**config.mk**
```make
export PLATFORM = sky130hd
export DESIGN_NAME = sdrc_req_split_flat
export DESIGN_NICKNAME = d
export VERILOG_FILES = /design/src/rtl/sdrc_req_split_pkg.sv /design/src/rtl/sdrc_req_split_if.sv /design/src/rtl/sdrc_req_fifo.sv /design/src/rtl/sdrc_req_split.sv /design/src/flat_wrapper.sv
export SDC_FILE = /design/constraint.sdc
export NUM_CORES = 1
export LEC_CHECK = 0
export BUFFER_PORTS_ARGS = -buffer_cell sky130_fd_sc_hd__buf_2
export CORE_MARGIN = 8
export CORE_UTILIZATION = 35
export DETAILED_ROUTE_END_ITERATION = 10
export HOLD_SLACK_MARGIN = 0.02
export SLEW_MARGIN = 10
export SYNTH_ARGS = -nofsm -noshare
export SYNTH_HDL_FRONTEND = slang
export SYNTH_SLANG_ARGS = --single-unit
```
**constraint.sdc**
```tcl
create_clock -name clk -period 5.4 [get_ports clk]
set_clock_uncertainty 0.1 [all_clocks]
set_input_delay 0 -clock clk [delete_from_list [all_inputs] [get_ports clk]]
set_output_delay 0 -clock clk [all_outputs]
set_load 0.02 [all_outputs]
```
**src/rtl/sdrc_req_split_pkg.sv**
```systemverilog
// Shared definitions for the SDRAM request splitter: engine states,
// sdr_width codes, default parameter values and the width-scaling helper.
package sdrc_req_split_pkg;

  localparam int APP_AW_DEF     = 26;
  localparam int APP_RW_DEF     = 9;
  localparam int REQ_ID_W_DEF   = 4;
  localparam int BA_W_DEF       = 2;
  localparam int ROW_W_DEF      = 13;
  localparam int LEN_W_DEF      = 12;
  localparam int FIFO_DEPTH_DEF = 4;

  // Column address port width on the bank side.
  localparam int CADDR_W = 13;

  // sdr_width codes; bit 1 set means x8 regardless of bit 0.
  localparam logic [1:0] SDR_X32 = 2'b00;
  localparam logic [1:0] SDR_X16 = 2'b01;
  localparam logic [1:0] SDR_X8  = 2'b10;

  typedef enum logic {
    ST_IDLE  = 1'b0,
    ST_ISSUE = 1'b1
  } state_e;

  // Left-shift applied to address and length: x32 -> 0, x16 -> 1, x8 -> 2.
  function automatic logic [1:0] width_shift(input logic [1:0] sdr_width);
    if (sdr_width[1])            return 2'd2;
    else if (sdr_width == SDR_X16) return 2'd1;
    else                         return 2'd0;
  endfunction

endpackage

```
**src/rtl/sdrc_req_split_if.sv**
```systemverilog
// Application request and bank-side chunk handshake bundle.
// The splitter is the slave; the modport master is the peer driving both sides.
interface sdrc_req_split_if
  import sdrc_req_split_pkg::*;
#(
  parameter int APP_AW   = APP_AW_DEF,
  parameter int APP_RW   = APP_RW_DEF,
  parameter int REQ_ID_W = REQ_ID_W_DEF,
  parameter int BA_W     = BA_W_DEF,
  parameter int ROW_W    = ROW_W_DEF,
  parameter int LEN_W    = LEN_W_DEF
);

  // Application side
  logic                req;
  logic [REQ_ID_W-1:0] req_id;
  logic [APP_AW-1:0]   req_addr;
  logic [APP_RW-1:0]   req_len;
  logic                req_wr_n;
  logic                req_wrap;
  logic                req_ack;

  // Bank side
  logic                r2x_idle;
  logic                r2b_req;
  logic                r2b_start;
  logic                r2b_last;
  logic                r2b_wrap;
  logic                r2b_write;
  logic [REQ_ID_W-1:0] r2b_req_id;
  logic [BA_W-1:0]     r2b_ba;
  logic [ROW_W-1:0]    r2b_raddr;
  logic [CADDR_W-1:0]  r2b_caddr;
  logic [LEN_W-1:0]    r2b_len;
  logic                b2r_ack;
  logic                b2r_arb_ok;

  modport slave (
    input  req, req_id, req_addr, req_len, req_wr_n, req_wrap,
    input  b2r_ack, b2r_arb_ok,
    output req_ack, r2x_idle,
    output r2b_req, r2b_start, r2b_last, r2b_wrap, r2b_write,
    output r2b_req_id, r2b_ba, r2b_raddr, r2b_caddr, r2b_len
  );

  modport master (
    output req, req_id, req_addr, req_len, req_wr_n, req_wrap,
    output b2r_ack, b2r_arb_ok,
    input  req_ack, r2x_idle,
    input  r2b_req, r2b_start, r2b_last, r2b_wrap, r2b_write,
    input  r2b_req_id, r2b_ba, r2b_raddr, r2b_caddr, r2b_len
  );

endinterface

```
**src/rtl/sdrc_req_fifo.sv**
```systemverilog
// Request queue: power-of-two depth, synchronous push/pop, full/empty flags.
// Pushes while full and pops while empty are ignored.
module sdrc_req_fifo #(
  parameter int WIDTH = 8,
  parameter int DEPTH = 4
) (
  input  logic             clk,
  input  logic             reset,
  input  logic             push,
  input  logic             pop,
  input  logic [WIDTH-1:0] wdata,
  output logic [WIDTH-1:0] rdata,
  output logic             full,
  output logic             empty
);

  localparam int PW = $clog2(DEPTH);

  logic [WIDTH-1:0] mem_q [DEPTH];
  logic [PW:0]      wr_ptr_q;
  logic [PW:0]      rd_ptr_q;
  logic             do_push;
  logic             do_pop;

  // Extra pointer MSB distinguishes full from empty when the indices match.
  assign empty   = (wr_ptr_q == rd_ptr_q);
  assign full    = (wr_ptr_q[PW] != rd_ptr_q[PW]) &&
                   (wr_ptr_q[PW-1:0] == rd_ptr_q[PW-1:0]);
  assign do_push = push && !full;
  assign do_pop  = pop && !empty;
  assign rdata   = mem_q[rd_ptr_q[PW-1:0]];

  // Read/write pointer update.
  // NOTE: sequential state uses <= so every flop samples pre-edge values.
  always_ff @(posedge clk or posedge reset) begin
    if (reset) begin
      wr_ptr_q <= '0;
      rd_ptr_q <= '0;
    end else begin
      if (do_push) wr_ptr_q <= wr_ptr_q + (PW+1)'(1);
      if (do_pop)  rd_ptr_q <= rd_ptr_q + (PW+1)'(1);
    end
  end

  // Storage write.
  // NOTE: storage is not reset; the pointers alone define which entries are valid.
  always_ff @(posedge clk) begin
    if (do_push) mem_q[wr_ptr_q[PW-1:0]] <= wdata;
  end

endmodule

```
**src/rtl/sdrc_req_split.sv**
```systemverilog
// Splits application requests into page-bounded chunks for the bank logic.
// Requests are width-scaled on entry, queued, then issued one chunk at a time;
// a chunk never crosses a column page unless the request is a wrap burst.
module sdrc_req_split
  import sdrc_req_split_pkg::*;
#(
  parameter int APP_AW     = APP_AW_DEF,
  parameter int APP_RW     = APP_RW_DEF,
  parameter int REQ_ID_W   = REQ_ID_W_DEF,
  parameter int BA_W       = BA_W_DEF,
  parameter int ROW_W      = ROW_W_DEF,
  parameter int LEN_W      = LEN_W_DEF,
  parameter int FIFO_DEPTH = FIFO_DEPTH_DEF
) (
  input  logic                 clk,
  input  logic                 reset,
  input  logic [1:0]           cfg_colbits,
  input  logic [1:0]           sdr_width,
  sdrc_req_split_if.slave      bus
);

  localparam int IAW = APP_AW + 2;                       // scaled address width
  localparam int EW  = REQ_ID_W + 2 + IAW + LEN_W;        // queue entry width
  localparam int CW  = ((LEN_W > CADDR_W) ? LEN_W : CADDR_W) + 1;

  // ---------------- request queue ----------------
  logic [1:0]          shamt;
  logic [IAW-1:0]      push_addr;
  logic [LEN_W-1:0]    push_len;
  logic [EW-1:0]       wdata;
  logic [EW-1:0]       rdata;
  logic                fifo_full;
  logic                fifo_empty;
  logic                pop;

  logic [REQ_ID_W-1:0] head_id;
  logic                head_write;
  logic                head_wrap;
  logic [IAW-1:0]      head_addr;
  logic [LEN_W-1:0]    head_len;

  assign shamt     = width_shift(sdr_width);
  assign push_addr = {2'b00, bus.req_addr} << shamt;
  assign push_len  = LEN_W'(bus.req_len) << shamt;
  assign wdata     = {bus.req_id, ~bus.req_wr_n, bus.req_wrap, push_addr, push_len};
  assign {head_id, head_write, head_wrap, head_addr, head_len} = rdata;

  // Acceptance is combinational and blocked while the queue is full or in reset.
  assign bus.req_ack = bus.req & ~fifo_full & ~reset;

  sdrc_req_fifo #(
    .WIDTH (EW),
    .DEPTH (FIFO_DEPTH)
  ) u_fifo (
    .clk   (clk),
    .reset (reset),
    .push  (bus.req_ack),
    .pop   (pop),
    .wdata (wdata),
    .rdata (rdata),
    .full  (fifo_full),
    .empty (fifo_empty)
  );

  // ---------------- issue engine ----------------
  state_e              state_q;
  logic [IAW-1:0]      addr_q;
  logic [LEN_W-1:0]    rem_q;
  logic                r2b_req_q, r2b_start_q, r2b_last_q, r2b_wrap_q, r2b_write_q;
  logic [REQ_ID_W-1:0] r2b_id_q;
  logic [BA_W-1:0]     r2b_ba_q;
  logic [ROW_W-1:0]    r2b_row_q;
  logic [CADDR_W-1:0]  r2b_col_q;
  logic [LEN_W-1:0]    r2b_len_q;

  logic [IAW-1:0]      addr_d;
  logic [LEN_W-1:0]    rem_d;
  logic                wrap_d;
  logic [3:0]          cbits;
  logic [CADDR_W-1:0]  page;
  logic [CADDR_W-1:0]  col_d;
  logic [CADDR_W-1:0]  room;
  logic [LEN_W-1:0]    len_d;
  logic                load_first;
  logic                load_next;

  // Pop gated by arbitration; zero-length heads are popped and dropped.
  assign pop        = (state_q == ST_IDLE) && !fifo_empty && bus.b2r_arb_ok;
  assign load_first = pop && (head_len != '0);
  assign load_next  = (state_q == ST_ISSUE) && bus.b2r_ack && !r2b_last_q;

  // Source of the next chunk: queue head when idle, advanced cursor when issuing.
  // NOTE: every always_comb output gets a default first so no latch is inferred.
  always_comb begin
    addr_d = head_addr;
    rem_d  = head_len;
    wrap_d = head_wrap;
    if (state_q == ST_ISSUE) begin
      addr_d = addr_q + IAW'(r2b_len_q);
      rem_d  = rem_q - r2b_len_q;
      wrap_d = r2b_wrap_q;
    end
  end

  // Chunk length limited by the distance to the end of the column page.
  assign cbits = 4'd8 + {2'b00, cfg_colbits};
  assign page  = CADDR_W'(1) << cbits;
  assign col_d = CADDR_W'(addr_d) & (page - CADDR_W'(1));
  assign room  = page - col_d;
  assign len_d = (wrap_d || (CW'(rem_d) <= CW'(room))) ? rem_d : LEN_W'(room);

  // Engine FSM with registered bank-side outputs.
  always_ff @(posedge clk or posedge reset) begin
    if (reset) begin
      state_q     <= ST_IDLE;
      addr_q      <= '0;
      rem_q       <= '0;
      r2b_req_q   <= 1'b0;
      r2b_start_q <= 1'b0;
      r2b_last_q  <= 1'b0;
      r2b_wrap_q  <= 1'b0;
      r2b_write_q <= 1'b0;
      r2b_id_q    <= '0;
      r2b_ba_q    <= '0;
      r2b_row_q   <= '0;
      r2b_col_q   <= '0;
      r2b_len_q   <= '0;
    end else begin
      if (load_first || load_next) begin
        addr_q      <= addr_d;
        rem_q       <= rem_d;
        r2b_req_q   <= 1'b1;
        r2b_start_q <= load_first;
        r2b_last_q  <= (len_d == rem_d);
        r2b_wrap_q  <= wrap_d;
        r2b_ba_q    <= BA_W'(addr_d >> cbits);
        r2b_row_q   <= ROW_W'(addr_d >> (cbits + BA_W));
        r2b_col_q   <= col_d;
        r2b_len_q   <= len_d;
      end
      if (load_first) begin
        r2b_id_q    <= head_id;
        r2b_write_q <= head_write;
      end
      case (state_q)
        ST_IDLE: begin
          if (load_first) state_q <= ST_ISSUE;
        end
        ST_ISSUE: begin
          if (bus.b2r_ack && r2b_last_q) begin
            state_q   <= ST_IDLE;
            r2b_req_q <= 1'b0;
          end
        end
        default: state_q <= ST_IDLE;
      endcase
    end
  end

  assign bus.r2x_idle   = ~bus.req & fifo_empty & (state_q == ST_IDLE);
  assign bus.r2b_req    = r2b_req_q;
  assign bus.r2b_start  = r2b_start_q;
  assign bus.r2b_last   = r2b_last_q;
  assign bus.r2b_wrap   = r2b_wrap_q;
  assign bus.r2b_write  = r2b_write_q;
  assign bus.r2b_req_id = r2b_id_q;
  assign bus.r2b_ba     = r2b_ba_q;
  assign bus.r2b_raddr  = r2b_row_q;
  assign bus.r2b_caddr  = r2b_col_q;
  assign bus.r2b_len    = r2b_len_q;

endmodule
```
**src/flat_wrapper.sv**
```systemverilog
// flat-port wrapper written by rule: the top's interface ports become plain ports
module sdrc_req_split_flat import sdrc_req_split_pkg::*;
#(
  parameter int APP_AW     = APP_AW_DEF,
  parameter int APP_RW     = APP_RW_DEF,
  parameter int REQ_ID_W   = REQ_ID_W_DEF,
  parameter int BA_W       = BA_W_DEF,
  parameter int ROW_W      = ROW_W_DEF,
  parameter int LEN_W      = LEN_W_DEF,
  parameter int FIFO_DEPTH = FIFO_DEPTH_DEF
)
  (clk, reset, cfg_colbits, sdr_width, bus_req, bus_req_id, bus_req_addr, bus_req_len, bus_req_wr_n, bus_req_wrap, bus_b2r_ack, bus_b2r_arb_ok, bus_req_ack, bus_r2x_idle, bus_r2b_req, bus_r2b_start, bus_r2b_last, bus_r2b_wrap, bus_r2b_write, bus_r2b_req_id, bus_r2b_ba, bus_r2b_raddr, bus_r2b_caddr, bus_r2b_len);
  sdrc_req_split_if #(.APP_AW(APP_AW), .APP_RW(APP_RW), .REQ_ID_W(REQ_ID_W), .BA_W(BA_W), .ROW_W(ROW_W), .LEN_W(LEN_W)) bus_i ();
  input  logic clk;
  input  logic reset;
  input  logic [1:0] cfg_colbits;
  input  logic [1:0] sdr_width;
  input wire logic [$bits(bus_i.req)-1:0] bus_req;
  input wire logic [$bits(bus_i.req_id)-1:0] bus_req_id;
  input wire logic [$bits(bus_i.req_addr)-1:0] bus_req_addr;
  input wire logic [$bits(bus_i.req_len)-1:0] bus_req_len;
  input wire logic [$bits(bus_i.req_wr_n)-1:0] bus_req_wr_n;
  input wire logic [$bits(bus_i.req_wrap)-1:0] bus_req_wrap;
  input wire logic [$bits(bus_i.b2r_ack)-1:0] bus_b2r_ack;
  input wire logic [$bits(bus_i.b2r_arb_ok)-1:0] bus_b2r_arb_ok;
  output wire logic [$bits(bus_i.req_ack)-1:0] bus_req_ack;
  output wire logic [$bits(bus_i.r2x_idle)-1:0] bus_r2x_idle;
  output wire logic [$bits(bus_i.r2b_req)-1:0] bus_r2b_req;
  output wire logic [$bits(bus_i.r2b_start)-1:0] bus_r2b_start;
  output wire logic [$bits(bus_i.r2b_last)-1:0] bus_r2b_last;
  output wire logic [$bits(bus_i.r2b_wrap)-1:0] bus_r2b_wrap;
  output wire logic [$bits(bus_i.r2b_write)-1:0] bus_r2b_write;
  output wire logic [$bits(bus_i.r2b_req_id)-1:0] bus_r2b_req_id;
  output wire logic [$bits(bus_i.r2b_ba)-1:0] bus_r2b_ba;
  output wire logic [$bits(bus_i.r2b_raddr)-1:0] bus_r2b_raddr;
  output wire logic [$bits(bus_i.r2b_caddr)-1:0] bus_r2b_caddr;
  output wire logic [$bits(bus_i.r2b_len)-1:0] bus_r2b_len;
  assign bus_i.req = bus_req;
  assign bus_i.req_id = bus_req_id;
  assign bus_i.req_addr = bus_req_addr;
  assign bus_i.req_len = bus_req_len;
  assign bus_i.req_wr_n = bus_req_wr_n;
  assign bus_i.req_wrap = bus_req_wrap;
  assign bus_i.b2r_ack = bus_b2r_ack;
  assign bus_i.b2r_arb_ok = bus_b2r_arb_ok;
  assign bus_req_ack = bus_i.req_ack;
  assign bus_r2x_idle = bus_i.r2x_idle;
  assign bus_r2b_req = bus_i.r2b_req;
  assign bus_r2b_start = bus_i.r2b_start;
  assign bus_r2b_last = bus_i.r2b_last;
  assign bus_r2b_wrap = bus_i.r2b_wrap;
  assign bus_r2b_write = bus_i.r2b_write;
  assign bus_r2b_req_id = bus_i.r2b_req_id;
  assign bus_r2b_ba = bus_i.r2b_ba;
  assign bus_r2b_raddr = bus_i.r2b_raddr;
  assign bus_r2b_caddr = bus_i.r2b_caddr;
  assign bus_r2b_len = bus_i.r2b_len;
  sdrc_req_split #(.APP_AW(APP_AW), .APP_RW(APP_RW), .REQ_ID_W(REQ_ID_W), .BA_W(BA_W), .ROW_W(ROW_W), .LEN_W(LEN_W), .FIFO_DEPTH(FIFO_DEPTH)) u_core (.clk(clk), .reset(reset), .cfg_colbits(cfg_colbits), .sdr_width(sdr_width), .bus(bus_i));
endmodule
```
# Yosys cells after proc, flatten, opt, wreduce, memory -nomap -nowiden
# Memory sizes are Yosys's and may differ from the RTL's.
# Cells that the tools add are included.
[classes] n_bitwise=10 n_addsub=8 n_mux=14 eq_ne=5 shifts=5 n_reduce_logical=15 order_cmp=1
[op_table] op=">> shifter 28 x 32 -> 13 bit" count=1
[op_table] op="adder 28 x 12 -> 28 bit" count=1
[op_table] op="two-way mux 28 bit" count=1
[op_table] op="left shift 26 x 2 -> 28 bit" count=1
[op_table] op=">> shifter 28 x 4 -> 2 bit" count=1
[op_table] op="two-way mux 12 bit" count=2
[op_table] op="bitwise AND 13 bit" count=1
[op_table] op="less-or-equal comparator 12 x 13 -> 1 bit" count=1
[op_table] op="left shift 1 x 4 -> 13 bit, first input constant" count=1
[op_table] op="subtractor 13 x 1 -> 13 bit, second input constant" count=1
[op_table] op="subtractor 13 bit" count=1
[op_table] op="equality test 12 bit" count=1
[op_table] op="nonzero test 12 bit" count=1
[op_table] op="left shift 9 x 2 -> 12 bit" count=1
[op_table] op="subtractor 12 bit" count=1
[op_table] op="logical AND 1 bit" count=9
[op_table] op="two-way mux 1 bit" count=9
[op_table] op="adder 3 x 1 -> 3 bit, second input constant" count=2
[op_table] op="adder 4 x 2 -> 5 bit, second input constant" count=1
[op_table] op="NOT 1 bit" count=5
[op_table] op="adder 4 x 2 -> 4 bit, first input constant" count=1
[op_table] op="bitwise AND 1 bit" count=4
[op_table] op="equality test 3 bit" count=1
[op_table] op="zero test 1 bit" count=3
[op_table] op="other kinds (6)" count=7
[word_totals] memories=1 mem_bits_rw=184 reg_bits=96
[mem_list] name="u_core.u_fifo.mem_q" words=4 width=46 read_ports=1 rd_clocked_by_memory_dff=0 write_ports=1 line="sdrc_req_fifo.sv:19" source="logic [WIDTH-1:0] mem_q [DEPTH];"

# Longest topological paths before layout
[logic_depth] ltp_word=9 ltp_mapped=23

# By module
# From an unflattened synthesis, not the netlist that was laid out.
[unflattened] hier_cells=1167 area_unflattened_um2=14264.9
[modules_own_cells] module="sdrc_req_fifo" cells_each=291 area_each_um2=7166.9 n_inst=1
[modules_own_cells] module="sdrc_req_split" cells_each=876 area_each_um2=7098.1 n_inst=1

# Least setup slack after synthesis
# No wires, ideal clock.
[synth_path] path_type="reg-to-reg" startpoint="register u_core.r2b_len_q[0] (netlist: u_core.bus.r2b_len[0])" endpoint="register u_core.r2b_len_q[4] (netlist: u_core.bus.r2b_len[4])" path_stages_with_launch=18 period_less_slack_ns=5.431 setup_time_ns=0.124 setup_slack_ns=-0.031 arrival_time_ns=5.207 path_buffers=1 cell_sequence="dfrtp_1 ha_1 fa_1 a211o_1 a2111oi_0 nor3_1 nor4b_1 nand4bb_1 xnor2_1 ha_1 a21o_1 a2111oi_0 a2111oi_0 mux2_4 nor2_4 buf_6 mux2i_1 a21oi_1"
[synth_between] elab_chain_len=7 word_cells_on_any_way=9
[synth_lines] element="start: declaration" line="sdrc_req_split.sv:74" source="logic [LEN_W-1:0] r2b_len_q;"
[synth_lines] element="start signal: assignment" line="sdrc_req_split.sv:139" source="r2b_len_q <= len_d;"
[synth_lines] element="adder 28 x 12 -> 28 bit" line="sdrc_req_split.sv:99" source="addr_d = addr_q + IAW'(r2b_len_q);"
[synth_lines] element="two-way mux 28 bit" line="sdrc_req_split.sv:98" source="if (state_q == ST_ISSUE) begin"
[synth_lines] element="bitwise AND 13 bit" line="sdrc_req_split.sv:108" source="assign col_d = CADDR_W'(addr_d) & (page - CADDR_W'(1));"
[synth_lines] element="subtractor 13 bit" line="sdrc_req_split.sv:109" source="assign room = page - col_d;"
[synth_lines] element="less-or-equal comparator 12 x 13 -> 1 bit" line="sdrc_req_split.sv:110" source="assign len_d = (wrap_d || (CW'(rem_d) <= CW'(room))) ? rem_d : LEN_W'(room);"
[synth_lines] element="logical OR 1 bit" line="sdrc_req_split.sv:110"
[synth_lines] element="two-way mux 12 bit *" line="sdrc_req_split.sv:110"
# Every way passes the cells marked *; elsewhere a longest branch is shown, timed or not.
# A chain may end at the register's enable or synchronous reset.

# Worst setup path after layout
[layout_path] startpoint="register u_core.r2b_len_q[0] (netlist: u_core.bus.r2b_len[0])" endpoint="register u_core.r2b_len_q[9] (netlist: u_core.bus.r2b_len[9])"
# Same word-level chain as after synthesis.

==> key figures <==
Die
  • IO Pins: 101
  • Chip height: 215 um
  • Cell row count: 72
  • Initial Util: 35.6%
  • Die area: 46000 sq um
  • Die W: 215 um
  • Core area: 38800 sq um

Global route
  • Grt ovf: 0
  • Antenna violations before repair: 2
  • Largest net degree at the start of global routing: 97
  • First-pass GRT wire length: 55700 um
  • Number of global-route vias before repair: 9736
  • Total track usage: 15.1%

Timing
  • Hold Fails Final Rpt: 0
  • # setup viols final: 0
  • Final Critical Period: 5.29 ns
  • Period utilization: 98.0%
  • Final worst setup slack: 0.110 ns
  • Setup TNS: 0 ns
  • Slew @ Worst Pin: 1.09 ns
  • Top achievable clock speed: 189 MHz
  • Fin. max-slew vios: 0
  • Fin Hold WS: 0.0853 ns
  • Unrepaired setup endpoints after global routing: true
  • Worst slew margin: 27.5%

Status
  • Status: finished clean

Cells and area
  • Area delta synth->final: 21.2%
  • Layout cell share with drive strength beyond 1: 22.7%
  • # nets final: 1413
  • Final cell count without fillers: 1860
  • Register Area: 7440 sq um
  • Fin area: 16700 sq um
  • Post-layout util: 43.1%
  • Fill count: 3611
  • Multi-input logic area: 6020 sq um

Worst hold path
  • Hold Path Class: input port to flop
  • Hold EP: u_core.u_fifo.mem_q[3][44]
  • Hold path depth: 2
  • HP Start: bus_req_id[2]

Detailed routing
  • Total number of vias: 9697
  • Avg Vias per Cell: 5.21
  • Post-Route WL: 35800 um
  • DR pass1 iterations: 5
  • Drt first-iter violations: 618
  • DRC viols: 0
  • Routed wire per std cell: 19.2 um
  • Routed Antenna Nets: 0

Placement
  • Routability cong.: 0.856
  • Post-DP Area: 14900 sq um
  • Post-DP HPWL: 25000 um
  • Dpl cells: 1728
  • # port buffers: 100
  • DP Worst Slack: -0.0453 ns

Power
  • P_leak: 6.50 nW
  • NetSw: 5.16 mW
  • Sw Share: 43.6%
  • Peak VDD IR: 0.278 mV
  • Pwr dens: 708 nW/um^2
  • Gate power share: 58.4%
  • Total internal power: 6.68 mW
  • Clk pwr share: 16.2%
  • Power share of the sequential group: 25.4%
  • Total power: 11.8 mW

CTS
  • CTS buffer count: 28
  • CTS H-Tree Depth: 1
  • CTS sink count: 262
  • Max Buffers Root-to-Sink: 3
  • CTS tree: yes
  • Worst-Skew Late Latency: 0.58 ns
  • Root buf cell: clkbuf_16
  • Worst-path clk slew: 0.06 ns

Yosys
  • Synth cell count leaders: edfxtp_1, nand2_1, nor2_1
  • Main combinational cell family by area after synthesis: multiplexers
  • Synth Flop Type: edfxtp_1
  • Area leader, netlist: edfxtp_1
  • Synth Area in Compound Gates: 12.0%
  • Post-synthesis sequential area ratio: 53.9%
  • Synth Cell Area: 13800 sq um
  • Number of flops mapped to enable cells by yosys: 176
  • Adder-Cell Fraction of Synth Area: 4.19%
  • Top-area cell type share of the netlist area: 38.3%
  • Proportion of synthesized area in mux cells: 13.4%
  • Avg Inst Size Synth: 12.1 sq um
  • Yosys reg bits: 262
  • Synth Area in XOR/XNOR: 2.66%
  • Post-synth ARST share: 32.8%
  • Most common cell in the synthesized netlist: edfxtp_1
  • Simple-gate share of the synthesized area: 10.4%
  • Synthesis warning total: 0
  • Post-Synthesis Cells: 1142
  • Synth cell types: 88
  • Synth top area cells: edfxtp_1, dfrtp_1, mux4_2, mux2i_1, ha_1

Setup path
  • Reg2Reg Launch Point: u_core.bus.r2b_len[0]
  • Worst reg2reg setup slack: 0.11 ns
  • WP data arrival: 5.67 ns
  • Crit Path Max Fanout: 7
  • Critical path capture point type: flop
  • CP Launch Type: flop
  • Crit path launch: u_core.bus.r2b_len[0]
  • Setup CP Type: flop to flop
  • CP Data Required Time: 5.78 ns
  • Reg-to-Reg End: u_core.bus.r2b_len[9]
  • Cell depth of the worst flop-to-flop path: 20

Run
  • MaxCap Viol Count: 0
worst max-delay path, stage by stage (launching register included):
cell and delay, ns:
dfrtp_1 0.41, ha_2 0.22, fa_2 0.36, a211o_1 0.33, a21o_1 0.20, a31oi_2 0.20
o211ai_1 0.16, or4_4 0.63, o31ai_4 0.25, nor3b_4 0.28, ha_4 0.25, nand4_1 0.11
nor2_1 0.07, a2111oi_2 0.30, buf_4 0.20, a2111oi_2 0.07, mux2_4 0.34, nor2_4 0.18
buf_12 0.15, mux2_4 0.30, a21oi_2 0.13
final cells by class:
type / count / share of cell area, %
inverter: 42 / 0.957
clock buffer: 44 / 5.03
tap: 518 / 3.87
antenna: 2 / 0.0299
timing repair buffer: 208 / 9.08
sequential: 262 / 44.5
clock inverter: 8 / 0.539
multi-input combinational: 776 / 36.0
power groups by stage:
stage | clock (mW) | combinational, mW | sequential [mW]
final | 1.92 | 6.92 | 3.01
after global routing | 2.04 | 7.58 | 3.06
after CTS | 1.96 | 6.59 | 3.02
after detailed placement | 0 | 6.48 | 3.06
after global placement | 0 | 6.41 | 3.04
after floorplan | 0 | 4.54 | 3.12
sequential cells by signal, indices dropped and copies added (netlist names):
signal / count
u_core.u_fifo.mem_q: 176
u_core.u_fifo.wr_ptr_q: 3
u_core.rem_q: 12
u_core.bus.r2b_start: 1
u_core.bus.r2b_wrap: 1
u_core.bus.r2b_caddr: 13
u_core.bus.r2b_req: 1
u_core.bus.r2b_raddr: 13
u_core.state_q: 1
u_core.bus.r2b_last: 1
u_core.bus.r2b_ba: 2
u_core.bus.r2b_write: 1
u_core.u_fifo.rd_ptr_q: 3
u_core.addr_q: 18
u_core.bus.r2b_len: 12
u_core.bus.r2b_req_id: 4
cells in the final DEF (no fill, tap or decap), types with 5 or more instances in the layout:
cell           Yosys  layout
inv_1             41      40
xor2_1            15      14
a21oi_1           55      54
edfxtp_1         176     176
buf_2             22     100
dlygate4sd3_1      0      61
o21ai_0           79      77
a211oi_1          12      12
buf_4              9      43
nand2_1          122     122
conb_1             2       5
o21a_1            14      14
ha_1              43      41
nand4_1            6       6
o22ai_1            7       7
a21oi_2            4       5
clkbuf_16          0      30
nor3_1            18      18
mux2_4             5       5
nand3_1           15      15
mux2_2            13      13
o211ai_1           6       6
and3_1             5       5
xnor2_1           25      25
clkbuf_1          26       9
and2_1            10       6
mux2i_1           61      61
mux4_2            44      44
clkbuf_8           0       6
nor2_1            96      96
a31oi_1            6       5
dfrtp_1           86      84
a21o_1             8       8
or2_2              5       5
logic make-up after synthesis:
| group | after synthesis |
|---|---|
| AND/OR/NAND/NOR | 313 |
| adder cells (fa/ha/maj) | 45 |
| AO/OA/AOI/OAI | 248 |
| multiplexers | 124 |
| buffers and inverters | 107 |
| flip-flops | 262 |
| XOR/XNOR | 41 |
| other | 2 |
metal layers:
metal	wire [um]	GRT usage, %
met5	0	0
met3	2150	3.24
met1	17300	21.6
met2	15900	23.7
met4	423	2.58
what timing repair did:
item | 4_1_cts | 5_1_grt
cloned | 0 | 1
setup endpoints to repair | 6 | 13
hold endpoints to repair | 234 | 0
resized for setup | 5 | 17
pin swaps | 0 | 4
hold buffers | 61 | 0
buffers inserted | 0 | 16
how the worst max path moves through the flow:
stage | slack [ns] | to | cells after the start
3_5_place_dp | -0.05 | u_core.bus.r2b_len[9] | 19
4_1_cts | 0.007 | u_core.bus.r2b_len[9] | 20
3_3_place_gp | -0.03 | u_core.bus.r2b_len[10] | 20
2_1_floorplan | 0.08 | u_core.bus.r2b_len[4] | 17
5_1_grt | -0.07 | u_core.bus.r2b_len[8] | 20
6_report | 0.11 | u_core.bus.r2b_len[9] | 20
No activity file was read; power rests on OpenSTA's default activity.
